### src/rtl/load_align_unit.sv
// Purpose: writeback load engine; fetches one or two aligned beats and right-justifies the addressed bytes.
// Latency: accept T, MemReq T+1, resp T+2, LoadValid T+3 (aligned); a split load adds two cycles.
// Backpressure: ReqReady only in IDLE; REQx holds address until MemReqReady; DONE holds result until LoadReady.

package load_align_pkg;
  // Load kind encoding shared with the truncator.
  localparam logic [2:0] NO_TRUNC           = 3'd0;
  localparam logic [2:0] BYTE               = 3'd1;
  localparam logic [2:0] BYTE_UNSIGNED      = 3'd2;
  localparam logic [2:0] HALF_WORD          = 3'd3;
  localparam logic [2:0] HALF_WORD_UNSIGNED = 3'd4;
  localparam logic [2:0] WORD               = 3'd5;
  localparam logic [2:0] WORD_UNSIGNED      = 3'd6;
endpackage

module load_align_unit
  import load_align_pkg::*;
#(
  parameter int DATA_WIDTH = 32,
  parameter int ADDR_WIDTH = 32
) (
  input  logic                  clk,
  input  logic                  reset_n,
  input  logic                  ReqValid,
  output logic                  ReqReady,
  input  logic [ADDR_WIDTH-1:0] ReqAddr,
  input  logic [2:0]            ReqTruncSrc,
  input  logic [4:0]            ReqRd,
  input  logic                  Flush,
  output logic                  MemReqValid,
  input  logic                  MemReqReady,
  output logic [ADDR_WIDTH-1:0] MemAddr,
  input  logic                  MemRespValid,
  input  logic [DATA_WIDTH-1:0] MemRespData,
  output logic                  LoadValid,
  input  logic                  LoadReady,
  output logic [DATA_WIDTH-1:0] LoadData,
  output logic [2:0]            LoadTruncSrc,
  output logic [4:0]            LoadRd,
  output logic                  LoadSplit
);

  localparam int B    = DATA_WIDTH / 8;
  localparam int OFFW = $clog2(B);
  localparam int SZW  = OFFW + 1;

  typedef enum logic [2:0] {
    S_IDLE, S_REQ0, S_WAIT0, S_REQ1, S_WAIT1, S_DONE, S_DRAIN
  } state_t;

  state_t                state_q, state_d;
  logic [OFFW-1:0]       off_q, off_d;
  logic [SZW-1:0]        size_q, size_d;
  logic [2:0]            trunc_q, trunc_d;
  logic [4:0]            rd_q, rd_d;
  logic                  split_q, split_d;
  logic [DATA_WIDTH-1:0] beat0_q, beat0_d;
  logic [ADDR_WIDTH-1:0] mem_addr_q, mem_addr_d;
  logic [DATA_WIDTH-1:0] load_data_q, load_data_d;

  // Access size in bytes; NO_TRUNC means a full beat.
  function automatic logic [SZW-1:0] size_of(input logic [2:0] t);
    case (t)
      BYTE, BYTE_UNSIGNED:           size_of = SZW'(1);
      HALF_WORD, HALF_WORD_UNSIGNED: size_of = SZW'(2);
      WORD, WORD_UNSIGNED:           size_of = SZW'(4);
      default:                       size_of = SZW'(B);
    endcase
  endfunction

  // Shift the two-beat window down by the byte offset and clear bytes beyond the access size.
  function automatic logic [DATA_WIDTH-1:0] align(input logic [DATA_WIDTH-1:0] hi,
                                                  input logic [DATA_WIDTH-1:0] lo,
                                                  input logic [OFFW-1:0]       off,
                                                  input logic [SZW-1:0]        sz);
    logic [2*DATA_WIDTH-1:0] cat;
    logic [DATA_WIDTH-1:0]   res;
    cat = {hi, lo} >> {off, 3'b000};
    res = cat[DATA_WIDTH-1:0];
    for (int i = 0; i < B; i++) begin
      if (SZW'(i) >= sz) res[8*i +: 8] = 8'h00;
    end
    return res;
  endfunction

  logic [OFFW-1:0] req_off;
  logic [SZW-1:0]  req_size;
  assign req_off  = ReqAddr[OFFW-1:0];
  assign req_size = size_of(ReqTruncSrc);

  assign ReqReady     = (state_q == S_IDLE);
  assign MemReqValid  = (state_q == S_REQ0) || (state_q == S_REQ1);
  assign MemAddr      = mem_addr_q;
  assign LoadValid    = (state_q == S_DONE);
  assign LoadData     = load_data_q;
  assign LoadTruncSrc = trunc_q;
  assign LoadRd       = rd_q;
  assign LoadSplit    = split_q;

  // Next-state and datapath capture; Flush outranks every other event.
  always_comb begin
    state_d     = state_q;
    off_d       = off_q;
    size_d      = size_q;
    trunc_d     = trunc_q;
    rd_d        = rd_q;
    split_d     = split_q;
    beat0_d     = beat0_q;
    mem_addr_d  = mem_addr_q;
    load_data_d = load_data_q;
    case (state_q)
      S_IDLE: begin
        if (!Flush && ReqValid) begin
          off_d      = req_off;
          size_d     = req_size;
          trunc_d    = ReqTruncSrc;
          rd_d       = ReqRd;
          split_d    = (SZW'(req_off) + req_size) > SZW'(B);
          mem_addr_d = {ReqAddr[ADDR_WIDTH-1:OFFW], {OFFW{1'b0}}};
          state_d    = S_REQ0;
        end
      end
      S_REQ0: begin
        if (Flush)            state_d = S_IDLE;
        else if (MemReqReady) state_d = S_WAIT0;
      end
      S_WAIT0: begin
        if (Flush) begin
          // A response arriving with the flush settles the debt; otherwise wait for it.
          state_d = MemRespValid ? S_IDLE : S_DRAIN;
        end else if (MemRespValid) begin
          if (split_q) begin
            beat0_d    = MemRespData;
            mem_addr_d = mem_addr_q + ADDR_WIDTH'(B);
            state_d    = S_REQ1;
          end else begin
            load_data_d = align('0, MemRespData, off_q, size_q);
            state_d     = S_DONE;
          end
        end
      end
      S_REQ1: begin
        if (Flush)            state_d = S_IDLE;
        else if (MemReqReady) state_d = S_WAIT1;
      end
      S_WAIT1: begin
        if (Flush) begin
          state_d = MemRespValid ? S_IDLE : S_DRAIN;
        end else if (MemRespValid) begin
          load_data_d = align(MemRespData, beat0_q, off_q, size_q);
          state_d     = S_DONE;
        end
      end
      S_DONE: begin
        if (Flush || LoadReady) state_d = S_IDLE;
      end
      S_DRAIN: begin
        if (MemRespValid) state_d = S_IDLE;
      end
      default: state_d = S_IDLE;
    endcase
  end

  // State and datapath registers with synchronous active-low reset.
  always_ff @(posedge clk) begin
    if (!reset_n) begin
      state_q     <= S_IDLE;
      off_q       <= '0;
      size_q      <= '0;
      trunc_q     <= NO_TRUNC;
      rd_q        <= '0;
      split_q     <= 1'b0;
      beat0_q     <= '0;
      mem_addr_q  <= '0;
      load_data_q <= '0;
    end else begin
      state_q     <= state_d;
      off_q       <= off_d;
      size_q      <= size_d;
      trunc_q     <= trunc_d;
      rd_q        <= rd_d;
      split_q     <= split_d;
      beat0_q     <= beat0_d;
      mem_addr_q  <= mem_addr_d;
      load_data_q <= load_data_d;
    end
  end

endmodule

### config.mk
export PLATFORM = sky130hd
export DESIGN_NAME = load_align_unit
export DESIGN_NICKNAME = d
export VERILOG_FILES = /design/src/rtl/load_align_unit.sv
export SDC_FILE = /design/constraint.sdc
export NUM_CORES = 1
export LEC_CHECK = 0
export CAP_MARGIN = 0
export CORE_MARGIN = 5
export CORE_UTILIZATION = 54
export DETAILED_ROUTE_END_ITERATION = 8
export GPL_TIMING_DRIVEN = 1
export PLACE_DENSITY_LB_ADDON = 0.12
export SYNTH_ARGS = -nofsm -noshare
export SYNTH_HDL_FRONTEND = slang
export SYNTH_SLANG_ARGS = --single-unit
### constraint.sdc
create_clock -name clk -period 3 [get_ports clk]
set_clock_uncertainty 0.1 [all_clocks]
set_input_delay 0.6 -clock clk [delete_from_list [all_inputs] [get_ports clk]]
set_output_delay 0.6 -clock clk [all_outputs]
set_load 0.02 [all_outputs]
==> impl_metrics.yaml, run 1 <==
layout:
  finish.net_count: 1002
  num_antenna_cells: 0
  final.fill_count: 927
  drive_above_1_share: 0.0877
  final_cell_mix: "sky130_fd_sc_hd__nand2_1 (166), sky130_fd_sc_hd__clkdlybuf4s50_1 (152), sky130_fd_sc_hd__dfxtp_1 (110)"
  area_delta_synth_final_pct: 30.5
  layout_commonest_cell: "sky130_fd_sc_hd__nand2_1"
place:
  gp_routability_congestion: 0.882
  numPortBuffers: 152
  place_worst_setup_slack_ns: 0.308
  dpl.hpwl_um: 14700
floorplan:
  floorplan.die_area_mm2: 0.0140
  core_area_mm2: 0.0115
  initial_utilization: 0.554
  floorplan.die.width_um: 118
  floorplan.die.height_um: 118
  io-pin-count: 155
  core.rowCount: 39
timing:
  fin_tns_setup_ns: 0
  setup_viol: 0
  drv_slew: 0
  layout_worst_path_cycle_share: 0.926
  max_slew_headroom_at_the_worst_pin: 0.350
  finalHoldWorstSlack_ns: 0.345
  rsz0062_at_grt: "false"
  max_slew.worst_pin.slew_ns: 0.975
  timing.fmax_mhz: 360
  final_critical_path_setup_slack_ns: 0.223
  period_needed_ns: 2.78
  hold_viol_final: 0
clocking:
  cts_tree: "done"
  insertion_delay_ns: 0.36
  clock-sinks: 111
  post-cts-setup-buffer-count: 0
  cts-root-buf: "sky130_fd_sc_hd__clkbuf_16"
  cts_inserted_buffers: 9
  htree_num_levels: 3
  post_cts_resized: 0
  cts.reportedPaths.clkPinSlew_ns: 0.07
  cts-hold-fix-buffers: 0
  clock_tree.buffer_depth: 2
power:
  power_mw: 3.49
  power_leakage_nw: 2.81
  powerDensity_mw_per_mm2: 421
  irDropWorstVdd_v: 0.000582
detailed_routing:
  per_cell_routed_wire_length_um: 19.4
  postRouteAntennaNets: 0
  drtPass1Iterations: 5
  detailroute.via_count: 6857
  route.detailed.vias_per_inst: 6.43
  wl_um: 20700
  detail_route.drc_violations: 0
  drt_iter0_markers: 894
setup_path:
  crit_path_start: "state_q[1]"
  cp-end-kind: "output pin"
  r2r_cells: 5
  path_cells: "nor2b_1 -> and2_1 -> clkdlybuf4s50_1"
  slowest_stage: "sky130_fd_sc_hd__clkdlybuf4s50_1"
  cp.arrival_ns: 2.08
  worst_path_largest_cell_delay_ns: 0.61
  setup.worst_path.class: "reg2out"
  required_ns: 2.30
  critPathMaxFanout: 17
  worstReg2RegStart: "state_q[1]"
  worstSetupStartpointType: "register"
grt:
  first_pass_grt_wire_length_um: 33600
  largest_net_degree_at_the_start_of_global_routing: 51
  grt_pass1_vias: 6735
  total_global_routing_overflow: 0
  grtUsageTotal: 0.288
  antenna_found_initial: 0
worst_hold_path:
  hold_path.class: "reg2reg"
  worstHoldPathCells: 2
  holdCritStartpoint: "LoadData[4]"
logic_synthesis:
  synth_area_per_cell_um2: 8.00
  ys_top_cells_by_area: "sky130_fd_sc_hd__dfxtp_1 (35%), sky130_fd_sc_hd__nand2_1 (9.8%), sky130_fd_sc_hd__mux4_2 (7.1%)"
  synth.cell_area_mm2: 0.00635
  part_of_the_yosys_area_used_for_sequential_elements: 0.350
  synth-main-ff-cell: "sky130_fd_sc_hd__dfxtp_1"
  synth-edff-count: 0
  yosys_register_bits: 111
  yosysWarnings: 0
  yosys.cell_types.count: 68
  syn-instance-count: 794
  postSynth.asyncResetShare: 0
  synth_largest_type_area_fraction: 0.350
  post-synth-top-area-cell: "sky130_fd_sc_hd__dfxtp_1"
flow_run:
  maxCapViolations: 0
run_status:
  run_status: "finished, final reports clean"
[layout make-up]
class	count	area [µm²]	area share
multi-input cells	611	3810	0.460
flip-flops and latches	111	2220	0.268
repair buffers	181	1740	0.210
clock buffers	11	243	0.0293
well taps	143	179	0.0216
clock inverters	4	70.1	0.00845
inverters	6	22.5	0.00272
[Yosys cell counts (all sizes together) (8+ instances only)]
| master | n |
|---|---|
| nor2b | 9 |
| o211ai | 15 |
| clkbuf | 43 |
| buf | 24 |
| nand2 | 166 |
| nand3 | 20 |
| a22oi | 18 |
| dfxtp | 111 |
| nor3 | 19 |
| mux4 | 20 |
| nor3b | 8 |
| nor2 | 40 |
| mux2i | 24 |
| a211oi | 13 |
| and2 | 13 |
| o21ai | 56 |
| nand4 | 13 |
| a21oi | 78 |
[worst max-delay path, delay by kind of cell (launching register included)]
kind,cells,cell delay (ns)
buf+inv,1,0.61
simple gates,2,0.63
flops,1,0.48
[sequential cells by signal, indices dropped and copies added (netlist names)]
register / flops
off_q: 2
MemAddr: 30
state_q: 3
LoadRd: 5
LoadData: 32
beat0_q: 32
LoadTruncSrc: 3
size_q: 3
LoadSplit: 1
[where the power goes]
part | switching, mW | internal, mW
clock network | 0.545 | 0.748
registers | 0.0614 | 1.51
logic | 0.321 | 0.299
total | 0.928 | 2.56
[routing by layer]
layer,track usage,routed length (µm),up-vias
met1,0.361,8180,3239
met2,0.475,9820,390
met5,0,0,-
li1,-,-,3174
met3,0.0912,2150,54
met4,0.0900,509,0
[path summary, 6_finish.rpt]
check	to	slack [ns]
max	LoadValid	0.22
min	LoadData[4]	0.34
max reg2reg	LoadData[5]	0.51
min reg2reg	LoadData[4]	0.34
[kinds of logic after synthesis]
| family | after synthesis | share of synthesized area |
|---|---|---|
| AOI/OAI and AO/OA | 243 | 0.244 |
| xor gates and xnor gates | 2 | 0.00276 |
| adders and majority gates | 3 | 0.00709 |
| buffers and inverters | 73 | 0.0510 |
| DFF | 111 | 0.350 |
| muxes | 46 | 0.112 |
| other | 1 | 0.000590 |
| and+or+nand+nor | 315 | 0.232 |
[through the flow]
stage | cell area (µm²) | util | instances
3_3_place_gp | 7980 | 0.696 | 1052
5_1_grt | 8290 | 0.723 | 1067
2_1_floorplan | 6350 | - | 795
6_report | 8290 | 0.723 | 1067
3_5_place_dp | 7980 | 0.696 | 1052
4_1_cts | 8290 | 0.723 | 1067
No activity file was read; power rests on OpenSTA's default activity.
==> run 2, diff against run 1 <==
--- a/config.mk
+++ b/config.mk
@@ -5,9 +5,10 @@
 export SDC_FILE = /design/constraint.sdc
 export NUM_CORES = 1
 export LEC_CHECK = 0
+export ABC_AREA = 1
 export CAP_MARGIN = 0
 export CORE_MARGIN = 5
-export CORE_UTILIZATION = 54
+export CORE_UTILIZATION = 30
 export DETAILED_ROUTE_END_ITERATION = 8
 export GPL_TIMING_DRIVEN = 1
 export PLACE_DENSITY_LB_ADDON = 0.12
==> constraint.sdc (replaced) <==
create_clock -name clk -period 3.45 [get_ports clk]
set_clock_uncertainty 0.1 [all_clocks]
set_input_delay 0.69 -clock clk [delete_from_list [all_inputs] [get_ports clk]]
set_output_delay 0.69 -clock clk [all_outputs]
set_load 0.02 [all_outputs]
==> run 2 against run 1 <==
Critical endpoint unchanged. Utilization is 33 points lower. Design area is 6.8% higher. Flip-flop and latch count unchanged. Area after synthesis increased by 8.6%. Wire length increased by 17%. Clock power decreased by 12%.
==> impl_metrics.yaml, run 2 <==
run_status:
  run_status: "finished, final reports clean"
timing:
  hold_viol_final: 0
  timing.fmax_mhz: 388
  period_needed_ns: 2.58
  drv_slew: 0
  finalHoldWorstSlack_ns: 0.350
  max_slew.worst_pin.slew_ns: 0.903
  fin_tns_setup_ns: 0
  rsz0062_at_grt: "false"
  setup_viol: 0
  max_slew_headroom_at_the_worst_pin: 0.396
  layout_worst_path_cycle_share: 0.748
grt:
  antenna_found_initial: 1
  grtUsageTotal: 0.182
  largest_net_degree_at_the_start_of_global_routing: 92
  first_pass_grt_wire_length_um: 38500
  total_global_routing_overflow: 0
  grt_pass1_vias: 6980
place:
  numPortBuffers: 152
  gp_routability_congestion: 0.820
  dpl.hpwl_um: 17200
detailed_routing:
  drtPass1Iterations: 4
  route.detailed.vias_per_inst: 4.89
  postRouteAntennaNets: 0
  per_cell_routed_wire_length_um: 16.0
  wl_um: 24200
  detailroute.via_count: 7403
  detail_route.drc_violations: 0
  drt_iter0_markers: 431
clocking:
  post-cts-setup-buffer-count: 0
  htree_num_levels: 3
  post_cts_resized: 0
  cts-root-buf: "sky130_fd_sc_hd__clkbuf_16"
  clock_tree.buffer_depth: 2
  cts_inserted_buffers: 9
  cts-hold-fix-buffers: 0
  insertion_delay_ns: 0.36
  cts.reportedPaths.clkPinSlew_ns: 0.08
  cts_tree: "done"
  clock-sinks: 111
logic_synthesis:
  synth_area_per_cell_um2: 6.20
  yosys.cell_types.count: 42
  synth-main-ff-cell: "sky130_fd_sc_hd__dfxtp_1"
  synth.cell_area_mm2: 0.00690
  part_of_the_yosys_area_used_for_sequential_elements: 0.322
  syn-instance-count: 1113
  post-synth-top-area-cell: "sky130_fd_sc_hd__dfxtp_1"
  ys_top_cells_by_area: "sky130_fd_sc_hd__dfxtp_1 (32%), sky130_fd_sc_hd__nand2_1 (17%), sky130_fd_sc_hd__o21ai_0 (9.5%)"
  synth-edff-count: 0
  synth_largest_type_area_fraction: 0.322
  postSynth.asyncResetShare: 0
  synthMostInstantiatedCell: "sky130_fd_sc_hd__nand2_1"
  yosys_register_bits: 111
  yosysWarnings: 0
  post_synth_most_frequent_cells: "sky130_fd_sc_hd__nand2_1 (317), sky130_fd_sc_hd__o21ai_0 (131), sky130_fd_sc_hd__nor2_1 (123)"
setup_path:
  worst-path-buf-inv: 2
  required_ns: 2.66
  worstSetupStartpointType: "register"
  setup.worst_path.class: "reg2out"
  worst_path_largest_cell_delay_ns: 0.63
  slowest_stage: "sky130_fd_sc_hd__clkdlybuf4s50_1"
  critPathMaxFanout: 6
  cp.arrival_ns: 1.79
  path_cells: "inv_2 -> nor2_1 -> clkdlybuf4s50_1"
  cp-end-kind: "output pin"
  cp_top_delay_family: "buffers and inverters"
layout:
  layout_commonest_cell: "sky130_fd_sc_hd__nand2_1"
  drive_above_1_share: 0.0692
  final_cell_mix: "sky130_fd_sc_hd__nand2_1 (317), sky130_fd_sc_hd__clkdlybuf4s50_1 (151), sky130_fd_sc_hd__o21ai_0 (131)"
  finish.net_count: 1305
  area_delta_synth_final_pct: 28.4
flow_run:
  maxCapViolations: 0
floorplan:
  io-pin-count: 155
  floorplan.die_area_mm2: 0.0261
  core_area_mm2: 0.0226
  core.rowCount: 55
  floorplan.die.height_um: 162
  floorplan.die.width_um: 162
  initial_utilization: 0.305
worst_hold_path:
  hold_path.class: "reg2reg"
power:
  powerDensity_mw_per_mm2: 631
  irDropWorstVdd_v: 0.000311
  power_leakage_nw: 3.21
[run 2: tightest hold or removal path: stages, from the launching register on]
cell                      delay [ns]
sky130_fd_sc_hd__dfxtp_1        0.30
sky130_fd_sc_hd__inv_1          0.05
sky130_fd_sc_hd__a21oi_1        0.05
[run 2: cell type report]
type | count | area [µm²]
Antenna cell | 1 | 2.50
Clock buffer | 11 | 253
Clock inverter | 5 | 62.6
Fill cell | 2469 | 13800
Inverter | 84 | 315
Multi-Input combinational cell | 853 | 4030
Sequential cell | 111 | 2220
Tap cell | 285 | 357
Timing Repair Buffer | 164 | 1610
[run 2: per-layer routing]
layer | track usage | vias up | routed length, µm
met5 | 0 | - | 0
met1 | 0.254 | 3365 | 11800
met3 | 0.0327 | 21 | 1290
met4 | 0.0388 | 0 | 306
met2 | 0.294 | 177 | 10800
li1 | - | 3840 | -
[run 2: path summary, 6_finish.rpt]
check | start | end | slack, ns | cells past startpoint
setup / recovery | state_q[2] | LoadValid | 0.87 | 3
hold / removal | beat0_q[7] | beat0_q[7] | 0.35 | 2
setup reg to reg | size_q[2] | LoadData[22] | 1.10 | 4
hold reg to reg | beat0_q[7] | beat0_q[7] | 0.35 | 2
[run 2: metrics by stage]
step	total power [mW]	setup WS, ns	cells	util	cell area, µm²
after floorplan	3.52	1.45	1114	-	6900
after global placement	4.47	0.705	1497	0.377	8540
after detailed placement	4.47	0.653	1497	0.377	8540
after CTS	5.64	0.829	1513	0.391	8850
after global routing	6.01	0.745	1514	0.391	8850
final	5.58	0.871	1514	0.391	8850
[run 2: cells by family after synthesis]
logic type	count (synthesis)	synth area share
AOI/OAI and AO/OA	266	0.207
xor gates and xnor gates	1	0.00127
adders and majority gates	3	0.00653
buffers and inverters	150	0.0947
DFF	111	0.322
muxes	12	0.0174
other	1	0.000544
and+or+nand+nor	569	0.351
[run 2: where the power goes]
group,total [mW],switching [mW],internal (mW)
logic,2.58,1.59,0.993
clock network,1.14,0.534,0.610
registers,1.86,0.331,1.53
==> run 3, diff against run 2 <==
==> constraint.sdc (replaced) <==
create_clock -name clk -period 2.35 [get_ports clk]
set_clock_uncertainty 0.1 [all_clocks]
set_input_delay 0.47 -clock clk [delete_from_list [all_inputs] [get_ports clk]]
set_output_delay 0.47 -clock clk [all_outputs]
set_load 0.02 [all_outputs]
==> run 3 against run 2 <==
Wire length decreased by 1.1%. Register-to-register slack got worse by 0.73 ns. Sequential power increased by 46%. Highest routed layer unchanged. Die area unchanged. First-iteration DRC count increased by 2.8%. Total power increased by 51%.
==> impl_metrics.yaml, run 3 (same netlist as run 2, synthesis figures left out) <==
setup_path:
  cp.arrival_ns: 1.69
  required_ns: 1.78
  worstReg2RegStart: "state_q[1]"
  worst_path_largest_cell_delay_ns: 0.63
  path_cells: "inv_2 -> nand2_1 -> nor2_1 -> clkdlybuf4s50_1"
  crit_path_start: "state_q[1]"
  setup.worst_path.class: "reg2out"
  critPathMaxFanout: 4
  worst-path-buf-inv: 2
  worstSetupStartpointType: "register"
  cp-end-kind: "output pin"
  cp_top_delay_family: "buffers and inverters"
  slowest_stage: "sky130_fd_sc_hd__clkdlybuf4s50_1"
place:
  numPortBuffers: 152
  dpl.hpwl_um: 17800
  dpl_cell_area_mm2: 0.00878
  placed_cells: 1518
  gp_routability_congestion: 0.863
clocking:
  cts-root-buf: "sky130_fd_sc_hd__clkbuf_16"
  clock_tree.buffer_depth: 2
  cts-hold-fix-buffers: 0
  cts_tree: "done"
  insertion_delay_ns: 0.36
  cts_inserted_buffers: 9
  clock-sinks: 111
  cts.reportedPaths.clkPinSlew_ns: 0.07
  htree_num_levels: 3
power:
  irDropWorstVdd_v: 0.000375
  cellInternalPower_mw: 4.90
  power_leakage_nw: 3.36
  sequential_share_of_power: 0.320
  net_load_switching_power_mw: 3.55
  power.share.switching: 0.421
  powerDensity_mw_per_mm2: 927
  clock_power_share: 0.206
  pwr-share-comb: 0.473
grt:
  first_pass_grt_wire_length_um: 38300
  grtUsageTotal: 0.180
  largest_net_degree_at_the_start_of_global_routing: 73
  global_route.usage.met2: 0.299
  met1_usage: 0.242
  globalRoute.busiestLayer: "met2"
  grt_pass1_vias: 7133
  total_global_routing_overflow: 0
  antenna_found_initial: 0
  grtUsageMet3: 0.0306
timing:
  drv_slew: 0
  hold_viol_final: 0
  fin_tns_setup_ns: 0
  finalHoldWorstSlack_ns: 0.370
  setup_viol: 0
  max_slew.worst_pin.slew_ns: 0.700
  timing.fmax_mhz: 443
  rsz0062_at_grt: "false"
  layout_worst_path_cycle_share: 0.962
  max_slew_headroom_at_the_worst_pin: 0.532
  period_needed_ns: 2.26
detailed_routing:
  per_cell_routed_wire_length_um: 15.6
  route.detailed.vias_per_inst: 4.83
  detailroute.via_count: 7407
  drt_iter0_markers: 443
  postRouteAntennaNets: 0
  detail_route.drc_violations: 0
  wl_um: 23900
  drtPass1Iterations: 4
layout:
  final_area_mm2: 0.00912
  num_antenna_cells: 0
  drive_above_1_share: 0.0857
  final_cell_mix: "sky130_fd_sc_hd__nand2_1 (317), sky130_fd_sc_hd__clkdlybuf4s50_1 (150), sky130_fd_sc_hd__o21ai_0 (131)"
  area_delta_synth_final_pct: 32.2
  finish.net_count: 1326
  post_layout_nonfiller_instances: 1533
  layout_commonest_cell: "sky130_fd_sc_hd__nand2_1"
floorplan:
  io-pin-count: 155
  core_area_mm2: 0.0226
  initial_utilization: 0.305
  floorplan.die.width_um: 162
  floorplan.die.height_um: 162
  floorplan.die_area_mm2: 0.0261
  core.rowCount: 55
flow_run:
  maxCapViolations: 0
worst_hold_path:
  holdCritStartpoint: "LoadData[3]"
  hold_path.class: "reg2reg"
run_status:
  run_status: "finished, final reports clean"
==> run 3: timing repair <==
| action | CTS | global route |
|---|---|---|
| setup buffers | 0 | 0 |
| endpoints found under the setup margin | 1 | 1 |
| gates resized for setup | 2 | 1 |
==> run 3: power groups by stage <==
stage          logic [mW]  clock network (mW)  registers (mW)
4_1_cts              4.03                1.80            2.71
2_1_floorplan        2.17                   0            3.00
6_report             4.00                1.74            2.71
3_3_place_gp         4.03                   0            2.75
5_1_grt              4.45                1.86            2.77
3_5_place_dp         4.02                   0            2.75
==> run 3: worst paths after layout <==
path	endpoint	cells after the start	slack, ns
min	LoadData[3]	2	0.37
max reg2reg	beat0_q[24]	6	0.37
min reg2reg	LoadData[3]	2	0.37
max	LoadValid	4	0.09
==> run 3: per-layer routing <==
| metal | routed length [µm] | part of all wire |
|---|---|---|
| met1 | 11300 | 0.47 |
| met2 | 10900 | 0.46 |
| met3 | 1310 | 0.055 |
| met4 | 411 | 0.017 |
| met5 | 0 | 0 |
==> run 3: worst register-to-register path, cell delays in order, from the launching register on <==
cell                      delay, ns
sky130_fd_sc_hd__dfxtp_1       0.38
sky130_fd_sc_hd__inv_2         0.09
sky130_fd_sc_hd__nor3_4        0.55
sky130_fd_sc_hd__nand3_2       0.22
sky130_fd_sc_hd__buf_4         0.28
sky130_fd_sc_hd__o21ai_0       0.18
sky130_fd_sc_hd__a21oi_1       0.06
==> run 3: final cells by class <==
type                    count  area, µm²
multi-input cells         853       4030
flip-flops and latches    111       2230
well taps                 285        357
inverters                  84        315
fillers                  2495      13500
repair buffers            185       1850
clock inverters             3       65.1
clock buffers              12        267
==> run 3: stage by stage <==
step / utilization / worst slack [ns] / power [mW]
2_1_floorplan: - / 0.568 / 5.17
3_3_place_gp: 0.388 / 0.0375 / 6.79
3_5_place_dp: 0.388 / 0.0237 / 6.77
4_1_cts: 0.403 / 0.0649 / 8.54
5_1_grt: 0.403 / 0.00446 / 9.08
6_report: 0.403 / 0.0904 / 8.45
==> RTL edit 1: new RTL, settings of run 2 <==
Make the reset (`reset_n`) asynchronous in one clocked block. Comments in the files are not updated.
--- a/src/rtl/load_align_unit.sv
+++ b/src/rtl/load_align_unit.sv
@@ -162,7 +162,7 @@
   end
 
   // State and datapath registers with synchronous active-low reset.
-  always_ff @(posedge clk) begin
+  always_ff @(posedge clk or negedge reset_n) begin
     if (!reset_n) begin
       state_q     <= S_IDLE;
       off_q       <= '0;
Check against the original RTL: differs if reset_n is asserted again (counterexample within 4 cycles, from zero or initial values and one cycle with reset_n low); with reset_n held inactive, the same outputs for 4 cycles.
==> RTL edit 1 against run 2 <==
Count of clock-buffer cells in the layout did not move. Cell area up 4.7%. Total power is 34% higher. Synthesized area grew 4.4%. Sequential cell count stayed put. Worst setup slack got worse by 0.053 ns. Global-route usage shrank 0.23 points. Wire length decreased by 1.8%. Critical path type unchanged. Largest power group unchanged.
==> RTL edit 1: results (changes against run 2) <==
distinct cell type count after synthesis 35 (was 42); TritonCTS buffer count 9 (unchanged); kind of path behind the tightest hold check in2async (was reg2reg); cell area after placement 8970 µm² (was 8540 µm²); Clock Tree Buf Depth 2 (unchanged); top cells by instance count after synthesis nand2_1 (434), o21ai_0 (128), dfrtp_1 (111) (was nand2_1 (317), o21ai_0 (131), nor2_1 (123)); via count of the first global-routing pass 7129 (was 6980); main flop type after synthesis dfrtp_1 (was dfxtp_1); count of routing violations after the opening detailed-route iteration 517 (was 431); status finished clean (unchanged); Flop pwr share 31.6% (was 33.3%); Slew @ Worst Pin 0.934 ns (was 0.903 ns); wire length of the first global-routing pass 38500 µm (about the same); initial antenna violation count 1 (unchanged); quantity of I/O buffers inserted on ports 152 (unchanged); top post-synthesis cells by area dfrtp_1 (39%), nand2_1 (23%), o21ai_0 (8.9%) (was dfxtp_1 (32%), nand2_1 (17%), o21ai_0 (9.5%)); # nets final 1306 (was 1305); post-CTS setup buffer count 0 (unchanged); clock network power share 14.9% (was 20.5%); H-tree levels 3 (unchanged); Lkg Pwr 0.00432 µW (was 0.00321 µW); count of warnings emitted by yosys 0 (unchanged); largest fanout of any net on the critical path 6 (unchanged); Antenna diodes 0 (was 1); share of post-route cells with drive strength above 1 6.60% (was 6.92%); number of iterations in the first detailed-routing pass 5 (was 4); dpl ws 0.710 ns (was 0.653 ns); data arrival time at the worst-slack endpoint 1.84 ns (was 1.79 ns); pin count of the biggest net entering global routing 87 (was 92); final weighted congestion in routability-driven placement 0.818 (was 0.820); post-synthesis average cell area 6.54 µm² (was 6.20 µm²); Global Route Usage Sum 17.9% (was 18.2%); clock tree root buffer cell clkbuf_16 (unchanged); placed cell count 1532 (was 1497); clock-pin slew on the worst setup and hold paths 0.07 ns; clk_lat worst skew 0.37 ns; async set-or-reset flop fraction in the synthesized netlist 100% (was 0%); number of gates given a new drive strength after cts 0 (unchanged); routed wire length per instance 15.3 µm (was 16.0 µm); number of filler cells placed in the layout 2570 (was 2469); CP Launch Point state_q[1] (was state_q[2]); start of the worst register-to-register path state_q[2] (was size_q[2]); number of vias in the routed layout 7302 (was 7403); ratio of routed vias to standard cells 4.72 (was 4.89); Internal Dissipation 3950 µW (was 3130 µW); largest vdd supply drop 389 µV (was 311 µV); number of cell instances on the worst register-to-register path 10 (was 4); share of the yosys chip area belonging to registers 38.6% (was 32.2%); HPWL reported at the end of detailed placement 17200 µm (about the same)
[RTL edit 1: stage by stage]
stage	total power, µW	hold slack (ns)
final	7470	0.180
after global routing	8160	0.217
after CTS	7550	0.190
after detailed placement	6410	0.362
after global placement	6390	0.356
after floorplan	4830	0.294
[RTL edit 1: metal layers]
layer	GRT usage [%]	part of all wire [%]	up-vias
met5	0	0.046	-
met3	4.52	7.7	28
li1	-	-	3729
met4	4.42	1.5	2
met2	27.1	43	217
met1	25.7	48	3326
[RTL edit 1: area by class of cell]
cell class,instances,area [µm²],share of cell area (%)
clock buffer,11,243,2.62
clock inverter,4,55.1,0.594
inverter,100,375,4.05
multi-input combinational,835,3770,40.7
sequential,111,2780,30.0
tap,319,399,4.31
timing repair buffer,167,1640,17.7
[RTL edit 1: path summary, 6_finish.rpt]
kind                                end  slack [ns]
min reg2reg                   LoadRd[3]        0.38
max                            ReqReady        0.82
max reg2reg                 MemAddr[23]        1.04
min                         beat0_q[11]        0.18
max in group asynchronous  LoadData[29]        2.30
min in group clk              LoadRd[3]        0.38
[RTL edit 1: kinds of logic after synthesis]
| kind of cell | Yosys count | synth area share (%) |
|---|---|---|
| buf+inv | 157 | 9.09 |
| simple gates | 643 | 37.0 |
| other cells | 1 | 0.0521 |
| compound gates | 177 | 13.3 |
| fa+ha+maj | 3 | 0.625 |
| xor+xnor | 3 | 0.365 |
| flops | 111 | 38.6 |
| mux | 7 | 1.03 |
[RTL edit 1: critical path: stages (launching register included)]
cell,delay [ns]
dfrtp_1,0.46
nor2_1,0.19
nand2_1,0.11
inv_2,0.09
clkdlybuf4s50_1,0.64
==> RTL edit 2: new RTL, flow settings as in run 2 <==
Without the edit above. Set the package constant `NO_TRUNC` to 3'd1 (it was 3'd0).
--- a/src/rtl/load_align_unit.sv
+++ b/src/rtl/load_align_unit.sv
@@ -4,7 +4,7 @@
 
 package load_align_pkg;
   // Load kind encoding shared with the truncator.
-  localparam logic [2:0] NO_TRUNC           = 3'd0;
+  localparam logic [2:0] NO_TRUNC           = 3'd1;
   localparam logic [2:0] BYTE               = 3'd1;
   localparam logic [2:0] BYTE_UNSIGNED      = 3'd2;
   localparam logic [2:0] HALF_WORD          = 3'd3;
Formal check against the unedited RTL: not equivalent (a bounded check fails within 4 cycles, from zero or initial values and one cycle with reset_n low).
==> RTL edit 2 against run 2 <==
First-iteration DRC count grew 4.2%. Sequential cell count unchanged. Synthesized area hardly changed. Cell area is 0.25% lower. Total power fell by 1.4%. Clock power decreased by 4%. Wire length shrank 1.9%. Core utilization shrank 0.099 points. Sequential share of layout area is 0.064 points higher. Register-to-register slack gained 0.14 ns. Worst setup slack got worse by 0.020 ns. Non-clock buffer count rose by 3.
==> RTL edit 2: results (changes against run 2) <==
status finished clean (unchanged); TritonCTS buffer count 9 (unchanged); Crit path largest cell delay 0.64 ns; CTS hold repair buffers 0 (unchanged); wire length of the first global-routing pass 37000 µm (was 38500 µm); number of iterations in the first detailed-routing pass 5 (was 4); via count of the first global-routing pass 6756 (was 6980); post-synthesis instance total 1113 (unchanged); clk_lat worst skew 0.36 ns (about the same); Lkg Pwr 0.00322 µW (was 0.00321 µW); initial antenna violation count 0 (was 1); number of vias in the routed layout 7422 (was 7403); number of cell instances on the worst register-to-register path 8 (was 4); share of post-route cells with drive strength above 1 6.17% (was 6.92%); endpoint of the worst hold-timing path LoadTruncSrc[0] (was beat0_q[7]); number of gates given a new drive strength after cts 0 (unchanged); quantity of I/O buffers inserted on ports 152 (unchanged); count of routing violations after the opening detailed-route iteration 449 (was 431); Reg2Reg Setup Slack 1.24 ns (was 1.10 ns); Slew @ Worst Pin 0.875 ns (was 0.903 ns); ratio of routed vias to standard cells 4.90 (was 4.89); most instantiated library cell after synthesis nand2_1 (unchanged); routed wire length per instance 15.6 µm (was 16.0 µm); top cells by instance count after synthesis nand2_1 (321), o21ai_0 (129), nor2_1 (127) (was nand2_1 (317), o21ai_0 (131), nor2_1 (123)); largest vdd supply drop 250 µV (was 311 µV); kind of path behind the tightest hold check reg2reg (unchanged); start of the worst register-to-register path state_q[0] (was size_q[2]); CP max stage cell clkdlybuf4s50_1 (unchanged); # nets final 1308 (was 1305); data arrival time at the worst-slack endpoint 1.81 ns (was 1.79 ns); largest fanout of any net on the critical path 6 (unchanged); share of the yosys chip area belonging to registers 32.2% (about the same); clock-pin slew on the worst setup and hold paths 0.07 ns; clock tree root buffer cell clkbuf_16 (unchanged); top post-synthesis cells by area dfxtp_1 (32%), nand2_1 (17%), o21ai_0 (9.4%) (was dfxtp_1 (32%), nand2_1 (17%), o21ai_0 (9.5%)); Antenna diodes 0 (was 1); HPWL reported at the end of detailed placement 17000 µm (was 17200 µm); final hold violation count 0 (unchanged); pin count of the biggest net entering global routing 92 (unchanged); endpoint of the most critical register-to-register path LoadData[17] (was LoadData[22]); Hold Startpoint LoadTruncSrc[0] (was beat0_q[7]); CP Launch Point state_q[2] (unchanged); Global Route Usage Sum 17.6% (was 18.2%); placed cell count 1500 (was 1497); Clock Tree Buf Depth 2 (unchanged); final weighted congestion in routability-driven placement 0.843 (was 0.820); async set-or-reset flop fraction in the synthesized netlist 0% (unchanged)
RTL edit 2: cell families (layout without fill, tap and decap cells):
group	Yosys count	after routing	synth area share (%)
adder cells (fa/ha/maj)	3	3	0.654
buffers and inverters	150	267	9.68
XOR/XNOR	1	1	0.127
AO/OA/AOI/OAI	265	265	20.6
AND/OR/NAND/NOR	570	570	34.9
flip-flops	111	111	32.2
multiplexers	12	12	1.74
other	1	2	0.0544
RTL edit 2: worst reg2reg max path, stage by stage, from the launching register on:
cell and delay [ns]:
dfxtp_1 0.52, nor2_2 0.09, nand2_2 0.12, buf_4 0.34, o21ai_2 0.12, nand2_4 0.24, inv_2 0.28, o21ai_0 0.23
a21oi_1 0.06
RTL edit 2: per-stage QoR:
step	setup slack, ns	cell area (µm²)	util [%]	power, µW	hold WS [ns]
after floorplan	1.45	6900	-	3510	0.325
after global placement	0.745	8540	37.7	4450	0.341
after detailed placement	0.724	8540	37.7	4450	0.342
after CTS	0.838	8830	39.0	5560	0.362
after global routing	0.760	8830	39.0	5910	0.386
final	0.851	8830	39.0	5500	0.358
RTL edit 2: final cells by class:
class                           count  area (µm²)
Sequential cell                   111        2220
Inverter                           84         315
Tap cell                          285         357
Clock buffer                       13         250
Multi-Input combinational cell    853        4010
Timing Repair Buffer              167        1630
Clock inverter                      3        42.5
Fill cell                        2473       13800
RTL edit 2: power by group:
part,switching [µW],total (µW),leakage (µW),internal (µW)
Clock,503,1090,0.000140,585
Sequential,314,1840,0.000903,1530
Combinational,1580,2570,0.00217,993
RTL edit 2: layer usage:
metal	global-route usage [%]	share of wire, %	up-vias
met5	0	0	-
met1	24.4	47	3338
met4	5.35	1.9	0
li1	-	-	3859
met2	27.9	45	205
met3	3.11	5.8	20
